===== src/rtl/adc_frame_packetizer.sv =====
// Packs one multi-channel ADC sample set into a byte frame
// (SYNC, SEQ, data MSB/LSB per channel, XOR checksum) on an AXI-stream byte source.
module adc_frame_packetizer #(
  parameter int          CHANNELS  = 2,
  parameter logic [7:0]  SYNC_BYTE = 8'hA5
) (
  input  logic                    clk,
  input  logic                    rst,
  input  logic [16*CHANNELS-1:0]  sample_data,
  input  logic                    sample_valid,
  output logic                    sample_ready,
  output logic [7:0]              source_tdata,
  output logic                    source_tvalid,
  input  logic                    source_tready,
  output logic                    source_tlast,
  output logic [15:0]             dropped_count
);

  localparam int NBYTES = 2 * CHANNELS;
  localparam int IDXW   = $clog2(NBYTES);
  localparam logic [IDXW-1:0] LAST_IDX = IDXW'(NBYTES - 1);

  typedef enum logic [2:0] {S_IDLE, S_SYNC, S_SEQ, S_DATA, S_CHK} state_t;

  state_t                  state_q, state_d;
  logic [IDXW-1:0]         idx_q, idx_d;
  logic [16*CHANNELS-1:0]  hold_q, hold_d;
  logic [7:0]              seq_q, seq_d;
  logic [7:0]              chk_q, chk_d;
  logic [7:0]              tdata_q, tdata_d;
  logic                    tvalid_q, tvalid_d;
  logic                    tlast_q, tlast_d;
  logic                    ready_q, ready_d;
  logic [15:0]             drop_q, drop_d;
  logic [7:0]              nxt_byte;
  logic                    hs;

  // Byte following the one at idx_q; byte j is the MSB (even j) or LSB of channel j/2.
  always_comb begin
    nxt_byte = '0;
    for (int j = 1; j < NBYTES; j++)
      if (idx_q == IDXW'(j - 1)) nxt_byte = hold_q[8*(j^1) +: 8];
  end

  always_comb begin
    hs       = tvalid_q && source_tready;
    state_d  = state_q;
    idx_d    = idx_q;
    hold_d   = hold_q;
    seq_d    = seq_q;
    chk_d    = chk_q;
    tdata_d  = tdata_q;
    tvalid_d = tvalid_q;
    tlast_d  = tlast_q;
    drop_d   = drop_q;

    if (sample_valid && !ready_q && drop_q != 16'hFFFF) drop_d = drop_q + 16'd1;

    // Outputs are only ever reloaded on an accept or a handshake, so they hold while stalled.
    case (state_q)
      S_IDLE: if (sample_valid && ready_q) begin
        hold_d   = sample_data;
        state_d  = S_SYNC;
        tvalid_d = 1'b1;
        tdata_d  = SYNC_BYTE;
      end
      S_SYNC: if (hs) begin
        state_d = S_SEQ;
        tdata_d = seq_q;
      end
      S_SEQ: if (hs) begin
        chk_d   = seq_q;
        state_d = S_DATA;
        idx_d   = '0;
        tdata_d = hold_q[15:8];
      end
      S_DATA: if (hs) begin
        chk_d = chk_q ^ tdata_q;
        if (idx_q == LAST_IDX) begin
          state_d = S_CHK;
          idx_d   = '0;
          tdata_d = chk_d;
          tlast_d = 1'b1;
        end else begin
          idx_d   = idx_q + IDXW'(1);
          tdata_d = nxt_byte;
        end
      end
      S_CHK: if (hs) begin
        state_d  = S_IDLE;
        tvalid_d = 1'b0;
        tlast_d  = 1'b0;
        tdata_d  = '0;
        seq_d    = seq_q + 8'd1;
        chk_d    = '0;
      end
      default: state_d = S_IDLE;
    endcase

    ready_d = (state_d == S_IDLE);
  end

  always_ff @(posedge clk) begin
    if (rst) begin
      state_q  <= S_IDLE;
      idx_q    <= '0;
      hold_q   <= '0;
      seq_q    <= '0;
      chk_q    <= '0;
      tdata_q  <= '0;
      tvalid_q <= 1'b0;
      tlast_q  <= 1'b0;
      ready_q  <= 1'b0;
      drop_q   <= '0;
    end else begin
      state_q  <= state_d;
      idx_q    <= idx_d;
      hold_q   <= hold_d;
      seq_q    <= seq_d;
      chk_q    <= chk_d;
      tdata_q  <= tdata_d;
      tvalid_q <= tvalid_d;
      tlast_q  <= tlast_d;
      ready_q  <= ready_d;
      drop_q   <= drop_d;
    end
  end

  assign sample_ready  = ready_q;
  assign source_tdata  = tdata_q;
  assign source_tvalid = tvalid_q;
  assign source_tlast  = tlast_q;
  assign dropped_count = drop_q;

endmodule

===== config.mk =====
export PLATFORM = sky130hd
export DESIGN_NAME = adc_frame_packetizer
export DESIGN_NICKNAME = d
export VERILOG_FILES = /design/src/rtl/adc_frame_packetizer.sv
export SDC_FILE = /design/constraint.sdc
export NUM_CORES = 1
export LEC_CHECK = 0
export ABC_AREA = 1
export BUFFER_PORTS_ARGS = -buffer_cell sky130_fd_sc_hd__buf_2
export CAP_MARGIN = 20
export CELL_PAD_IN_SITES_DETAIL_PLACEMENT = 1
export CELL_PAD_IN_SITES_GLOBAL_PLACEMENT = 2
export CORE_UTILIZATION = 25
export DETAILED_ROUTE_END_ITERATION = 8
export PLACE_DENSITY_LB_ADDON = 0.1
export SLEW_MARGIN = 40
export SYNTH_ARGS = -nofsm -noshare
export SYNTH_HDL_FRONTEND = slang
export SYNTH_SLANG_ARGS = --single-unit

===== constraint.sdc =====
create_clock -name clk -period 1.75 [get_ports clk]
set_input_delay 0.525 -clock clk [delete_from_list [all_inputs] [get_ports clk]]
set_output_delay 0.525 -clock clk [all_outputs]
set_load 0.005 [all_outputs]

==> metrics.md, run 1 <==
| Metric | Value |
|---|---|
| Die W | `128 µm` |
| Ports | `63` |
| Status | `complete, no violations` |
| Grt met2 use | `27.5%` |
| CORE AREA | `15300 µm²` |
| Cell Area, Synth | `3970 µm²` |
| Vias per inst | `4.52` |
| Post_cts resized | `0` |
| Final RePlAce weighted congestion | `0.747` |
| Switching part of the total | `25.1%` |
| WHS | `0.423 ns` |
| HP Class | `in -> reg` |
| Synth top cells by count | `nand2_1, dfxtp_1, a21oi_1` |
| Antenna cell count | `0` |
| H-tree lvl count | `3` |
| Reg2Reg Setup Slack | `0.16 ns` |
| Net count, final | `690` |
| Number of synthesized flops with an enable pin | `0` |
| F_max | `628 MHz` |
| Largest delay share family, worst path | `buffers and inverters` |
| Post-synthesis async set-or-reset flop share | `0%` |
| Net Sw Power | `1.13 mW` |
| Req. time, crit path | `1.99 ns` |
| WL per Instance | `14.7 µm` |
| Drt total wl | `12700 µm` |
| Internal | `3.38 mW` |
| Clk pwr share | `46.4%` |
| CTS Sinks | `80` |
| Post-CTS Hold Buffers | `0` |
| RSZ-0062 raised after global routing | `no` |
| Num rows | `45` |
| Global route hottest layer | `met2` |
| Vias in the first global route | `4013` |
| Slew @ Worst Pin | `0.376 ns` |
| Max_cap viols | `0` |
| WS Path Type | `reg -> reg` |
| Startpoint Class | `flip-flop` |
| Comb pwr share | `10.1%` |
| Antenna-violating nets left | `0` |
| Syn_nets | `609` |
| Antenna violations before repair | `0` |
| Max-slew violations | `0` |
| Critical path, cell by cell | `inv_1 > ha_1 > buf_4 > a21oi_1 > o21ai_1 > buf_4 > nand2_1 > inv_1 > nor2_1 > nor2_1` |
| Full die area | `16400 µm²` |
| Most common cell in the netlist | `nand2_1` |
| Seq pwr share | `43.5%` |
| Total global-route track usage | `16.3%` |
| Number of buffers created by CTS | `9` |
| Root buf cell | `clkbuf_16` |
| CTS tree | `done` |
| Final min period | `1.59 ns` |
| Mean post-synth cell area | `7.00 µm²` |
| Clock skew | `0.0100 ns` |
| Peak VDD IR | `0.435 mV` |
| DPL Wire Length | `9320 µm` |
| Critical Path Max Stage Delay | `0.35 ns` |
| Worst-path clk slew | `0.07 ns` |
| Pleak | `2.14 nW` |
| Input/output buffers | `62` |
| Synthesized flop and latch total | `80` |
| Share of cells above drive strength 1 | `22.5%` |
| Initial core utilization | `25.9%` |
| Synth Warn # | `0` |
| Setup crit end kind | `flip-flop` |
| Synthesis-to-finish area growth | `26.8%` |
| Clk buf depth | `2` |
| GR Overflow Total | `0` |
| Tot Pwr | `4.51 mW` |
| Count of buffer and inverter cells on the critical path | `4` |
| Syn Inst Count | `567` |
| DR vias | `3903` |
| Setup Viol. Count Final | `0` |
| Main synth FF type | `dfxtp_1` |
| Largest cells by area after synthesis | `dfxtp_1, nand2_1, a21oi_1` |
| Worst skew pair latency | `0.35 ns` |
| Rel. slew slack | `74.6%` |
| Routing usage on met3 | `2.75%` |
| Yosys top cell area share | `40.4%` |
| Power density over the cells | `897 nW/µm²` |
| DRT Pass-1 Iters | `4` |
| Met1 usage | `20.8%` |
| DRT iter0 DRCs | `137` |
| WP data arrival | `1.84 ns` |
| Slowest-stage cell, CP | `dfxtp_2` |
| Die height | `128 µm` |
| Peak fanout along the critical path | `5` |
| First-pass GRT wire length | `20600 µm` |
| Multi-input gate area | `2090 µm²` |
| Period utilization | `91.0%` |
| Synth unique cells | `34` |
| Fin. Hold Viols | `0` |
| Reg area | `1600 µm²` |
| Area leader, netlist | `dfxtp_1` |
| Setup TNS | `0 ns` |
| Setup WS post-layout | `0.158 ns` |
| DP Worst Slack | `0.0251 ns` |
| Register area share after synthesis | `40.4%` |
| Largest net degree at the start of global routing | `43` |
| Post-CTS setup buffers | `0` |
| DRC | `0` |
| Number of fill cells in the layout | `1931` |
==> layer usage <==
layer	part of all wire, %	wire (µm)
met1	49	6260
met2	47	5970
met3	2.4	302
met4	1.5	186
met5	0	0
==> tightest hold or removal path, delay by kind of cell <==
family / cells / cell delay (ns)
compound gates: 1 / 0.05
buf+inv: 1 / 0.09
simple gates: 1 / 0.05
==> power by group through the flow <==
| stage | clock network, mW | registers (mW) | logic [mW] |
|---|---|---|---|
| 2_1_floorplan | 0 | 1.99 | 0.256 |
| 3_3_place_gp | 0 | 2.00 | 0.457 |
| 3_5_place_dp | 0 | 2.00 | 0.462 |
| 4_1_cts | 2.15 | 1.96 | 0.464 |
| 5_1_grt | 2.21 | 1.97 | 0.513 |
| 6_report | 2.09 | 1.96 | 0.455 |
==> area by class of cell <==
| class | instances | area share [%] |
|---|---|---|
| Inverter | 44 | 3.28 |
| Clock inverter | 5 | 1.62 |
| Tap cell | 211 | 5.25 |
| Multi-Input combinational cell | 419 | 41.5 |
| Clock buffer | 10 | 4.75 |
| Sequential cell | 80 | 31.9 |
| Timing Repair Buffer | 94 | 11.7 |
==> layout by cell type (no fill, tap or decap), types with 5 or more instances in the layout <==
cell type	count
buf_4	29
xor2_1	13
a21oi_1	66
dfxtp_1	78
nand3_1	19
nand2_2	9
nor2_2	5
o21ai_1	8
nand2_1	154
a31oi_1	8
o21ai_0	41
ha_1	5
buf_2	62
nor2_1	52
inv_1	40
clkbuf_16	9
a21oi_2	10
nand4_1	7
==> registers in the layout, indices dropped and copies added (netlist names) <==
register       cells
hold_q            32
source_tdata       8
state_q            3
sample_ready       1
seq_q              8
source_tlast       1
chk_q              8
source_tvalid      1
idx_q              2
dropped_count     16
==> final timing paths <==
check                                      from              end  cells after the start
worst max-delay path                   idx_q[0]  source_tdata[6]                     10
worst min-delay path            sample_data[19]       hold_q[19]                      3
worst max register to register         idx_q[0]  source_tdata[6]                     10
worst min register to register       hold_q[30]       hold_q[30]                      2
==> metrics by stage <==
stage | util [%] | instance area, µm² | instances
floorplan | - | 3970 | 567
global placement | 30.7 | 4700 | 848
detailed placement | 30.7 | 4700 | 848
CTS | 32.8 | 5020 | 863
global route | 32.8 | 5030 | 863
finish | 32.8 | 5030 | 863
==> cells by family (layout without fill, tap and decap cells) <==
family / after synthesis / count (layout) / share of synthesized area, %
XOR/XNOR: 15 / 15 / 3.31
flip-flops: 80 / 80 / 40.4
AO/OA/AOI/OAI: 140 / 140 / 19.4
AND/OR/NAND/NOR: 258 / 258 / 27.9
adder cells (fa/ha/maj): 6 / 6 / 1.89
buffers and inverters: 68 / 153 / 7.13
(Power assumes the default switching activity.)
==> run 2, diff against run 1 <==
CORE_UTILIZATION = 31   (was 25)
==> metrics.md, run 2 (same netlist as run 1, synthesis figures left out) <==
| Metric | Value |
|---|---|
| Global route hottest layer | `met2` |
| Final RePlAce weighted congestion | `0.771 (+3.2%)` |
| DRC | `0 (unchanged)` |
| Peak fanout along the critical path | `8 (+3)` |
| Most frequent cells in the layout | `nand2_1, dfxtp_1, a21oi_1, buf_2, nor2_1` |
| GR Overflow Total | `0 (unchanged)` |
| Worst skew pair latency | `0.34 ns (about the same)` |
| Synthesis-to-finish area growth | `25.9%` |
| CORE AREA | `12300 µm² (-20%)` |
| Die height | `115 µm (-10%)` |
| Tot Pwr | `4.48 mW (-0.58%)` |
| Routing usage on met3 | `4.64% (+1.9 points)` |
| Hold path startpoint | `sample_data[17]` |
| Max_cap viols | `0 (unchanged)` |
| Hold depth | `3 (unchanged)` |
| Power density over the cells | `898 nW/µm² (+0.11%)` |
| Critical R2R Launch | `idx_q[0]` |
| Input/output buffers | `62 (unchanged)` |
| Placed instance area | `4640 µm² (-1.2%)` |
| Startpoint Class | `flip-flop` |
| DRT Pass-1 Iters | `4 (unchanged)` |
| Slew @ Worst Pin | `0.555 ns (+0.179 ns)` |
| First-pass GRT wire length | `19700 µm (-4.5%)` |
| Setup crit end kind | `flip-flop` |
| F_max | `605 MHz (-3.6%)` |
| Vias per inst | `4.79 (+6.0%)` |
| RSZ-0062 raised after global routing | `no` |
| Antenna violations before repair | `0 (unchanged)` |
| Critical path, cell by cell | `inv_1 > ha_2 > inv_2 > o21ai_0 > o21ai_1 > buf_4 > nand2_1 > inv_1 > nor2_1 > nor2_1` |
| Max-slew violations | `0 (unchanged)` |
| Largest delay share family, worst path | `buffers and inverters` |
| Biggest register | `hold_q` |
| WHS | `0.424 ns (+0.00127 ns)` |
| Multi-input gate area | `2090 µm² (unchanged)` |
| Pleak | `2.14 nW (about the same)` |
| Clk buf depth | `2 (unchanged)` |
| Number of buffers created by CTS | `9 (unchanged)` |
| R2R cell count | `10 (unchanged)` |
| Req. time, crit path | `2.04 ns (+0.05 ns)` |
| Antenna-violating nets left | `0 (unchanged)` |
| WS Path Type | `reg -> reg` |
| DR vias | `3930 (+0.69%)` |
| Max FFs per register | `32 (unchanged)` |
| Drt total wl | `12100 µm (-4.8%)` |
| WP data arrival | `1.94 ns (+0.10 ns)` |
| Total global-route track usage | `19.3% (+3.0 points)` |
| Reg area | `1600 µm² (-0.16%)` |
| HP Class | `in -> reg` |
| Final core utilization | `40.7% (+7.9 points)` |
| Clock skew | `0.00453 ns (-0.00549 ns)` |
| Number of fill cells in the layout | `1623 (-16%)` |
| Setup Viol. Count Final | `0 (unchanged)` |
| Largest net degree at the start of global routing | `43 (unchanged)` |
| Vias in the first global route | `3970 (-1.1%)` |
| Period utilization | `94.4% (+3.4 points)` |
| Slowest-stage cell, CP | `dfxtp_1` |
| CTS tree | `done` |
| DRT iter0 DRCs | `151 (+10%)` |
| DPL Wire Length | `8750 µm (-6.2%)` |
| Most common cell after layout, fill and taps aside | `nand2_1` |
| Antenna cell count | `0 (unchanged)` |
| Ports | `63 (unchanged)` |
| Fin. Hold Viols | `0 (unchanged)` |
| Full die area | `13300 µm² (-19%)` |
| Net count, final | `689 (-0.14%)` |
| Critical Path Max Stage Delay | `0.37 ns (+0.02 ns)` |
| H-tree lvl count | `3 (unchanged)` |
| DP Worst Slack | `-0.0958 ns (-0.121 ns)` |
| Rel. slew slack | `63.0% (-12 points)` |
| Endpoint, Worst Hold | `hold_q[17]` |
| Die W | `115 µm (-10%)` |
| FF-to-FF End | `source_tdata[6]` |
| Met1 usage | `22.2% (+1.5 points)` |
| Reg2Reg Setup Slack | `0.1 ns (-0.06 ns)` |
| Status | `complete, no violations` |
| Fin area | `4990 µm² (-0.70%)` |
| Count of buffer and inverter cells on the critical path | `4 (unchanged)` |
| WL per Instance | `14.8 µm (+0.18%)` |
| CTS Sinks | `80 (unchanged)` |
| Final min period | `1.65 ns (+0.0592 ns)` |
| Worst-path clk slew | `0.06 ns (about the same)` |
| Initial core utilization | `32.3% (+6.4 points)` |
| Peak VDD IR | `0.533 mV (+23%)` |
| Share of cells above drive strength 1 | `22.2% (-0.31 points)` |
| Setup WS post-layout | `0.0984 ns (-0.0592 ns)` |
| Num rows | `40 (-11%)` |
| Root buf cell | `clkbuf_16` |
| Grt met2 use | `35.6% (+8.2 points)` |
run 2: cell types whose count changed in the layout (fill, tap and decap cells not counted), sizes merged:
cell / delta
clkbuf: +1
buf: -1
inv: -1
clkinvlp: +1
run 2: power by group:
group	leakage (nW)	switching, mW	internal [mW]
combinational	1.33	0.261	0.196
sequential	0.650	0.0561	1.90
clock	0.152	0.779	1.29
run 2: worst max-delay path by stage:
stage,cells past startpoint,from,slack [ns],to
2_1_floorplan,9,dropped_count[0],0.18,dropped_count[10]
3_3_place_gp,10,idx_q[0],-0.03,source_tdata[6]
3_5_place_dp,10,idx_q[0],-0.1,source_tdata[6]
4_1_cts,8,idx_q[0],0.04,source_tdata[4]
5_1_grt,6,state_q[0],0.009,hold_q[21]
6_report,10,idx_q[0],0.1,source_tdata[6]
run 2: through the flow:
step                      cells  setup TNS, ns
after floorplan             567              0
after CTS                   819              0
after detailed placement    803         -0.202
after global routing        820              0
after global placement      803        -0.0274
final                       820              0
run 2: tightest hold or removal path, delay by kind of cell:
| kind | cells | cell delay [ns] |
|---|---|---|
| AOI/OAI and AO/OA | 1 | 0.05 |
| buffers and inverters | 1 | 0.09 |
| and+or+nand+nor | 1 | 0.05 |
run 2: layout make-up:
cell class | count | area share, %
clock buffer | 11 | 4.86
multi-input combinational | 419 | 41.8
inverter | 44 | 3.33
sequential | 80 | 32.1
tap | 168 | 4.21
clock inverter | 5 | 1.60
timing repair buffer | 93 | 12.1
run 2: layer usage:
| layer | routed length [µm] | share of wire (%) |
|---|---|---|
| met5 | 0 | 0 |
| met4 | 136 | 1.1 |
| met3 | 296 | 2.4 |
| met2 | 6070 | 50 |
| met1 | 5610 | 46 |
run 2: timing repair:
item                       in CTS  in global routing
pin swaps                       0                  2
hold buffers                    0                  0
setup buffers                   0                  1
gates resized for setup         4                  4
setup endpoints to repair       3                 20
==> run 3, diff against run 2 <==
CORE_UTILIZATION = 34   (was 31)
PLACE_DENSITY = 0.81   (was default)
PLACE_DENSITY_LB_ADDON = default   (was 0.1)
clock period = 1.97 ns   (was 1.75 ns; I/O delays follow)
==> metrics.md, run 3 (same netlist as run 1, synthesis figures left out) <==
| Metric | Value |
|---|---|
| Status | `complete, no violations` |
| Total global-route track usage | `21.0% (+1.7 points)` |
| DPL Wire Length | `8440 µm (-3.4%)` |
| Placed insts | `762 (-5.1%)` |
| Critical path, cell by cell | `ha_1 > nand2_2 > nor2_4 > nand2_4 > nor2_2 > nor2_4 > buf_4 > a21oi_1 > nor2_1` |
| Root buf cell | `clkbuf_16` |
| Num rows | `39 (-2.5%)` |
| FF-to-FF End | `dropped_count[15]` |
| Multi-input gate area | `2080 µm² (-0.24%)` |
| Peak VDD IR | `0.478 mV (-10%)` |
| RSZ-0062 raised after global routing | `no` |
| Final std cells w/o fill | `778 (-5.1%)` |
| Post_cts resized | `0 (-4)` |
| Full die area | `12100 µm² (-8.7%)` |
| DRC | `0 (unchanged)` |
| Vias in the first global route | `3957 (-0.33%)` |
| DRT Pass-1 Iters | `4 (unchanged)` |
| Crit. path cell count | `9 (-1)` |
| Antenna cell count | `0 (unchanged)` |
| Critical R2R Launch | `dropped_count[1]` |
| Most common cell after layout, fill and taps aside | `nand2_1` |
| Number of buffers created by CTS | `9 (unchanged)` |
| Clk buf depth | `2 (unchanged)` |
| WP data arrival | `1.99 ns (+0.05 ns)` |
| Final min period | `1.75 ns (+0.102 ns)` |
| Drt total wl | `11600 µm (-4.3%)` |
| Post-CTS setup buffers | `0 (unchanged)` |
| Net count, final | `672 (-2.5%)` |
| Setup Viol. Count Final | `0 (unchanged)` |
| Input/output buffers | `62 (unchanged)` |
| Power density over the cells | `806 nW/µm² (-10%)` |
| Die W | `110 µm (-4.4%)` |
| Setup TNS | `0 ns (unchanged)` |
| Final core utilization | `42.1% (+1.4 points)` |
| Peak fanout along the critical path | `19 (+11)` |
| Biggest register | `hold_q` |
| Clock skew | `0.00542 ns (+0.000890 ns)` |
| Share of cells above drive strength 1 | `19.7% (-2.6 points)` |
| Ports | `63 (unchanged)` |
| Die height | `110 µm (-4.4%)` |
| DRT iter0 DRCs | `149 (-1.3%)` |
| F_max | `570 MHz (-5.8%)` |
| Fin. Hold Viols | `0 (unchanged)` |
| Number of fill cells in the layout | `1472 (-9.3%)` |
| H-tree lvl count | `3 (unchanged)` |
| Most frequent CP cell | `nor2_4` |
| Largest delay share family, worst path | `simple AND/OR/NAND/NOR gates` |
| Count of buffer and inverter cells on the critical path | `1 (-3)` |
| Final RePlAce weighted congestion | `0.760 (-1.4%)` |
| R2R cell count | `9 (-1)` |
| CORE AREA | `11400 µm² (-7.3%)` |
| Max-slew violations | `0 (unchanged)` |
| Worst skew pair latency | `0.35 ns (about the same)` |
| Period utilization | `89.0% (-5.4 points)` |
| CTS Sinks | `80 (unchanged)` |
| Worst-path clk slew | `0.06 ns (about the same)` |
| First-pass GRT wire length | `19200 µm (-2.3%)` |
| Critical path origin | `dropped_count[1]` |
| Largest net degree at the start of global routing | `43 (unchanged)` |
| Pleak | `2.04 nW (-4.4%)` |
| Slowest-stage cell, CP | `dfxtp_1` |
| Setup crit end kind | `flip-flop` |
| Synthesis-to-finish area growth | `20.7%` |
| Reg area | `1600 µm² (unchanged)` |
| GR Overflow Total | `0 (unchanged)` |
| Reg2Reg Setup Slack | `0.22 ns (+0.12 ns)` |
| WL per Instance | `14.9 µm (+0.91%)` |
| Max_cap viols | `0 (unchanged)` |
| Initial core utilization | `34.9% (+2.5 points)` |
| Most frequent cells in the layout | `nand2_1, dfxtp_1, a21oi_1, buf_2, nor2_1` |
| WS Path Type | `reg -> reg` |
| Antenna violations before repair | `0 (unchanged)` |
| Vias per inst | `4.98 (+3.9%)` |
| Critical Path Max Stage Delay | `0.40 ns (+0.03 ns)` |
| HP Class | `reg -> reg` |
| Slew @ Worst Pin | `0.601 ns (+0.0458 ns)` |
| Max FFs per register | `32 (unchanged)` |
| Req. time, crit path | `2.21 ns (+0.17 ns)` |
| Post-CTS Hold Buffers | `0 (unchanged)` |
| Worst setup path end | `dropped_count[15]` |
| CTS tree | `done` |
| Rel. slew slack | `59.8% (-3.2 points)` |
| Startpoint Class | `flip-flop` |
| DR vias | `3873 (-1.5%)` |
| Antenna-violating nets left | `0 (unchanged)` |
==> run 3: worst reg2reg max path, delay by kind of cell, from the launching register on <==
kind | cells | cell delay, ns
AND/OR/NAND/NOR | 6 | 0.60
adder cells (fa/ha/maj) | 1 | 0.29
flip-flops | 1 | 0.40
AO/OA/AOI/OAI | 1 | 0.17
buffers and inverters | 1 | 0.20
==> run 3: how the worst min path moves through the flow <==
stage / start / end / slack (ns) / cells past startpoint
final: hold_q[28] / hold_q[28] / 0.45 / 2
after global routing: hold_q[28] / hold_q[28] / 0.48 / 2
after CTS: hold_q[28] / hold_q[28] / 0.45 / 2
after detailed placement: hold_q[28] / hold_q[28] / 0.44 / 2
after global placement: hold_q[30] / hold_q[30] / 0.43 / 2
after floorplan: hold_q[27] / hold_q[27] / 0.42 / 2
==> run 3: layout make-up <==
type / count / share of cell area [%]
Inverter: 44 / 3.45
Sequential cell: 80 / 33.4
Timing Repair Buffer: 76 / 9.46
Multi-Input combinational cell: 419 / 43.5
Tap cell: 143 / 3.74
Clock inverter: 6 / 1.44
Clock buffer: 10 / 4.99
==> run 3: stage by stage <==
stage / instance area, µm² / worst slack, ns / hold WS (ns) / power (mW)
global route: 4790 / 0.0662 / 0.478 / 4.03
global placement: 4480 / 0.185 / 0.434 / 2.15
detailed placement: 4480 / 0.131 / 0.438 / 2.16
floorplan: 3970 / 0.401 / 0.420 / 2.00
CTS: 4790 / 0.198 / 0.448 / 3.89
finish: 4790 / 0.216 / 0.447 / 3.86
==> run 3: layer usage <==
layer	vias to the layer above	share of wire (%)	global-route usage (%)
li1	1975	-	-
met1	1830	47	26.1
met2	53	48	35.6
met3	15	2.8	4.06
met4	0	1.9	8.19
met5	-	0	0
==> run 3: power breakdown <==
group | internal [mW] | total, mW | switching (mW)
Combinational | 0.148 | 0.374 | 0.225
Clock | 1.02 | 1.74 | 0.722
Sequential | 1.69 | 1.74 | 0.0521
Total | 2.86 | 3.86 | 0.999
